[config.mk]
export PLATFORM = sky130hd
export DESIGN_NAME = alu_result_stage
export DESIGN_NICKNAME = d
export VERILOG_FILES = /design/src/rtl/alu_result_stage.sv
export SDC_FILE = /design/constraint.sdc
export NUM_CORES = 1
export LEC_CHECK = 0
export BUFFER_PORTS_ARGS = -buffer_cell sky130_fd_sc_hd__buf_2
export CAP_MARGIN = 20
export CORE_MARGIN = 2
export CORE_UTILIZATION = 50
export DETAILED_ROUTE_END_ITERATION = 6
export PLACE_DENSITY = 0.76
export SKIP_CTS_REPAIR_TIMING = 1
export SLEW_MARGIN = 15
export SYNTH_ARGS = -nofsm -noshare
export SYNTH_HDL_FRONTEND = slang
export SYNTH_SLANG_ARGS = --single-unit
export TNS_END_PERCENT = 30
[constraint.sdc]
create_clock -name clk -period 3.3 [get_ports clk]
set_input_delay 0.66 -clock clk [delete_from_list [all_inputs] [get_ports clk]]
set_output_delay 0.66 -clock clk [all_outputs]
set_load 0.05 [all_outputs]
[src/rtl/alu_result_stage.sv]
// ---------------------------------------------------------------------------
// alu_result_stage
//
// Registers an adder result together with its {N, Z, C, V} condition flags
// behind a ready/valid handshake. Storage is a 2-entry skid buffer: the main
// register drives the outputs and the skid register absorbs one extra beat,
// so in_ready depends only on registered state (no out_ready -> in_ready
// combinational path). Latency is one cycle when the stage is empty.
//
// Optional feature macro: ALU_RESULT_OVF_EN
//   defined   : V = (a_msb == b_msb) && (sum[N-1] != a_msb)
//   undefined : V = 0, a_msb/b_msb unused
//
// Parameters:
//   N         result width in bits (1..64)
//
// Ports:
//   clk       clock, rising edge
//   rst_n     asynchronous active-low reset
//   in_valid  upstream adder result valid
//   in_ready  stage can accept a beat this cycle
//   sum       adder sum [N-1:0]
//   co        adder carry-out
//   a_msb     MSB of operand a
//   b_msb     MSB of operand b as applied to the adder
//   out_valid registered result valid
//   out_ready downstream accepts
//   result    registered sum [N-1:0]
//   flags     {N, Z, C, V} for result
// ---------------------------------------------------------------------------
module alu_result_stage #(
  parameter int N = 4
) (
  input  logic         clk,
  input  logic         rst_n,
  input  logic         in_valid,
  output logic         in_ready,
  input  logic [N-1:0] sum,
  input  logic         co,
  input  logic         a_msb,
  input  logic         b_msb,
  output logic         out_valid,
  input  logic         out_ready,
  output logic [N-1:0] result,
  output logic [3:0]   flags
);

  // One stored beat = {sum, N, Z, C, V}
  localparam int W = N + 4;

  typedef enum logic [1:0] {
    EMPTY = 2'd0,
    ONE   = 2'd1,
    FULL  = 2'd2
  } state_t;

  state_t         state_reg, state_next;
  logic [W-1:0]   main_reg, skid_reg;
  logic [W-1:0]   beat_in;
  logic           accept, deliver;
  logic           flag_n, flag_z, flag_v;

  // Flags are computed from the incoming beat and stored with it, so the
  // outputs are pure register reads.
  assign flag_n = sum[N-1];
  assign flag_z = (sum == '0);

`ifdef ALU_RESULT_OVF_EN
  // Signed overflow: operands share a sign and the sum's sign differs.
  assign flag_v = (a_msb == b_msb) && (sum[N-1] != a_msb);
`else
  logic unused_ovf_inputs;
  assign unused_ovf_inputs = a_msb ^ b_msb;
  assign flag_v = 1'b0;
`endif

  assign beat_in = {sum, flag_n, flag_z, co, flag_v};

  assign accept  = in_valid && in_ready;
  assign deliver = out_valid && out_ready;

  // State register
  always_ff @(posedge clk or negedge rst_n) begin
    if (!rst_n) begin
      state_reg <= EMPTY;
    end else begin
      state_reg <= state_next;
    end
  end

  // Next-state logic
  always_comb begin
    state_next = state_reg;
    case (state_reg)
      EMPTY: begin
        if (accept) state_next = ONE;
      end
      ONE: begin
        if (accept && !deliver)      state_next = FULL;
        else if (!accept && deliver) state_next = EMPTY;
      end
      FULL: begin
        // in_ready is low here, so only a delivery can happen
        if (deliver) state_next = ONE;
      end
      default: state_next = EMPTY;
    endcase
  end

  // Outputs decoded from registered state only
  always_comb begin
    in_ready  = 1'b1;
    out_valid = 1'b0;
    case (state_reg)
      EMPTY: begin
        in_ready  = 1'b1;
        out_valid = 1'b0;
      end
      ONE: begin
        in_ready  = 1'b1;
        out_valid = 1'b1;
      end
      FULL: begin
        in_ready  = 1'b0;
        out_valid = 1'b1;
      end
      default: begin
        in_ready  = 1'b1;
        out_valid = 1'b0;
      end
    endcase
  end

  // Data path: main register feeds the outputs, skid holds the second beat.
  always_ff @(posedge clk or negedge rst_n) begin
    if (!rst_n) begin
      main_reg <= '0;
      skid_reg <= '0;
    end else begin
      case (state_reg)
        EMPTY: begin
          if (accept) main_reg <= beat_in;
        end
        ONE: begin
          // With a simultaneous delivery the new beat replaces main directly;
          // otherwise it parks in the skid slot behind the stalled head.
          if (accept && deliver) main_reg <= beat_in;
          else if (accept)       skid_reg <= beat_in;
        end
        FULL: begin
          if (deliver) main_reg <= skid_reg;
        end
        default: begin
          main_reg <= main_reg;
        end
      endcase
    end
  end

  assign result = main_reg[W-1:4];
  assign flags  = main_reg[3:0];

endmodule

==> reports/results.md <==
| Group | Metric | Value |
| --- | --- | --- |
| sta | Worst Clk Skew | 0.00783 ns |
| synth | Top cells by area in the synthesized netlist | dfrtp_1 (44%), mux2_2 (22%), ha_1 (12%), a2111oi_4 (3.4%), mux2i_1 (2.5%) |
| routing | Vias post-DR | 492 |
| synth | Area fraction of the dominant cell type after synthesis | 0.437 |
| routing | Detailed-router iteration count before antenna repair | 4 |
| sta | Unrepaired setup endpoints after global routing | false |
| placed design | Placed cell count | 92 |
| routing | 1st-iter DRT viols | 1 |
| cells and area | Final antenna diode count | 0 |
| sta | Max-slew violation count | 0 |
| clock network | CTS Buf Count | 3 |
| synth | Share of flip-flops with an asynchronous set or reset | 1.00 |
| clock network | Root buffer selected by CTS | clkbuf_4 |
| routing | Routed Antenna Nets | 0 |
| worst setup path | CP arrival | 2.55 ns |
| floorplan | Die Height | 44.1 um |
| synth | Count of distinct cell types in the synthesized netlist | 16 |
| grt | Aggregate global-route resource usage | 0.161 |
| synth | Synthesized net count | 81 |
| worst setup path | Crit start category | register |
| clock network | Number of buffers on the longest clock path | 2 |
| routing | Via density per instance | 5.13 |
| worst setup path | Worst flop-to-flop path endpoint | main_reg[4] |
| floorplan | Core area | 1510 um^2 |
| synth | Top cell types by occurrence after synthesis | mux2_2 (16), dfrtp_1 (14), ha_1 (8) |
| sta | Post-layout minimum cycle time | 2.38 ns |
| routing | Total routed wirelength | 1.23 mm |
| floorplan | Die outline width | 44.1 um |
| sta | Count of final hold-check violations | 0 |
| worst setup path | Reg2Reg Depth | 8 |
| sta | Timing-limited maximum frequency | 0.420 GHz |
| worst setup path | Start-to-end type of the worst setup path | register to register |
| worst setup path | CP Data Required Time | 3.47 ns |
| sta | Headroom to the max-slew limit | 0.637 |
| worst setup path | Worst-case register-to-register setup slack | 0.92 ns |
| routing | Routed len/inst | 12.8 um |
| placed design | Detailed placement HPWL | 958 um |
| grt | Overflow left after global routing | 0 |
| sta | Setup violators final | 0 |
| floorplan | Initial Util | 0.532 |
| sta | Tightest Pin Transition | 0.544 ns |
| synth | Register bit count reported by yosys | 14 |
| synth | Count of mapped cells out of synthesis | 62 |
| clock network | TritonCTS clock tree | done |
| synth | Number of enable-type register cells in the synthesized netlist | 0 |
| power | Total power per unit cell area | 1060 nW/um^2 |
| cells and area | Number of non-filler instances in the completed layout | 96 |
| grt | Number of antenna violations at the first check in global routing | 0 |
| grt | First-pass GRT wire length | 2.19 mm |
| clock network | Number of clock sinks seen by CTS | 14 |
| worst setup path | Maximum fanout along the worst path | 8 |
| power | Worst VDD drop | 0.535 mV |
| cells and area | Synthesis-to-finish area growth | 14.4% |
| worst hold path | HP Class | input port to async pin |
| worst setup path | CP Capture Type | register |
| worst setup path | Launch instance of the worst register-to-register path | state_reg[0] |
| placed design | Number of port buffers | 17 |
| synth | Proportion of synthesized chip area in sequential cells | 0.437 |
| synth | Syn. warnings | 0 |
| power | Leakage power | 0.453 nW |
| synth | Most instantiated library cell after synthesis | mux2_2 |
| clock network | Clock-pin slew of the registers on the worst-case setup and hold paths | 0.09 ns |
| sta | Final TNS setup | 0 ns |
| sta | Final clock period utilization by the worst path | 0.722 |
| floorplan | Cell row count | 14 |
| placed design | RD Place Congestion | 0.722 |
| synth | Post-synthesis average cell area | 12.9 um^2 |
| cells and area | Total number of nets in the final design | 100 |
| synth | Dominant synthesized flop cell | dfrtp_1 |
| synth | Dominant cell type by area after synthesis | dfrtp_1 |
| routing | Final routed DRC violation total | 0 |
| grt | Maximum number of pins on one net before global-route repair | 15 |
| clock network | H-tree depth reported by CTS | 1 |
| synth | Area of the mapped netlist | 802 um^2 |
| cells and area | Layout cells sized above 1 | 0.488 |
| run | Number of maximum-capacitance violations | 0 |
| grt | Number of global-route vias before repair | 518 |
| clock network | Clock insertion delay at the later pin of the skew report | 0.29 ns |
| floorplan | Total die area | 1940 um^2 |
| floorplan | Num ports | 21 |
| outcome | Run status | completed |
==> cells in the final DEF (no fill, tap or decap), drive strengths merged <==
cell and n:
a221oi 1, o21ai 2, mux2 16, nor2b 2
buf 17, mux2i 2, conb 1, nand2b 1
clkbuf 4, o21bai 1, inv 5, nand2 4
ha 8, a2111oi 1, dfrtp 14, or4 1
==> critical path: stages, from the launching register on <==
cell and delay (ns):
dfrtp_1 0.42, inv_1 0.11, ha_1 0.32, nand2b_4 0.20
inv_1 0.08, ha_1 0.15, nor2b_1 0.07, a2111oi_4 0.51
mux2_2 0.40
==> worst max path at each step <==
stage / from / endpoint / slack, ns / cells past startpoint
floorplan: state_reg[0] / main_reg[1] / 0.98 / 8
global placement: state_reg[0] / main_reg[5] / 0.95 / 8
detailed placement: state_reg[0] / main_reg[4] / 0.90 / 8
CTS: state_reg[0] / main_reg[4] / 0.88 / 8
global route: state_reg[0] / main_reg[1] / 0.75 / 8
finish: state_reg[0] / main_reg[4] / 0.92 / 8
==> final cells by class <==
type,count,area [um^2]
fill,123,589
multi-input combinational,40,407
sequential,14,350
timing repair buffer,17,85.1
clock buffer,4,36.3
tap,16,20.0
inverter,5,18.8
==> kinds of logic (layout without fill, tap and decap cells) <==
logic type | count (synthesis) | after routing | synth area share
simple gates | 8 | 8 | 0.0608
buf+inv | 8 | 26 | 0.0562
compound gates | 5 | 5 | 0.0671
mux | 18 | 18 | 0.250
other cells | 1 | 1 | 0.00468
flops | 14 | 14 | 0.437
fa+ha+maj | 8 | 8 | 0.125
==> report_power, final <==
part / total, mW / switching [mW] / leakage, nW / internal, mW
logic: 0.554 / 0.348 / 0.262 / 0.206
registers: 0.296 / 0.0427 / 0.170 / 0.253
clock network: 0.124 / 0.0569 / 0.0210 / 0.0672
total: 0.974 / 0.447 / 0.453 / 0.527
==> stage by stage <==
step                      cell area (um^2)  setup WS (ns)   util  total power [mW]  hold WS [ns]
after detailed placement               881          0.901  0.585             0.862         0.475
after global routing                   917          0.755  0.609              1.04         0.271
after CTS                              917          0.878  0.609             0.988         0.249
final                                  917          0.919  0.609             0.974         0.246
after global placement                 881          0.952  0.585             0.842         0.462
after floorplan                        802          0.975      -             0.764         0.364
==> metal layers <==
metal  part of all wire  GRT usage
met1               0.46      0.193
met2               0.45      0.256
met3              0.079     0.0653
met4             0.0081     0.0727
met5                  0          0
(Power assumes the default switching activity.)
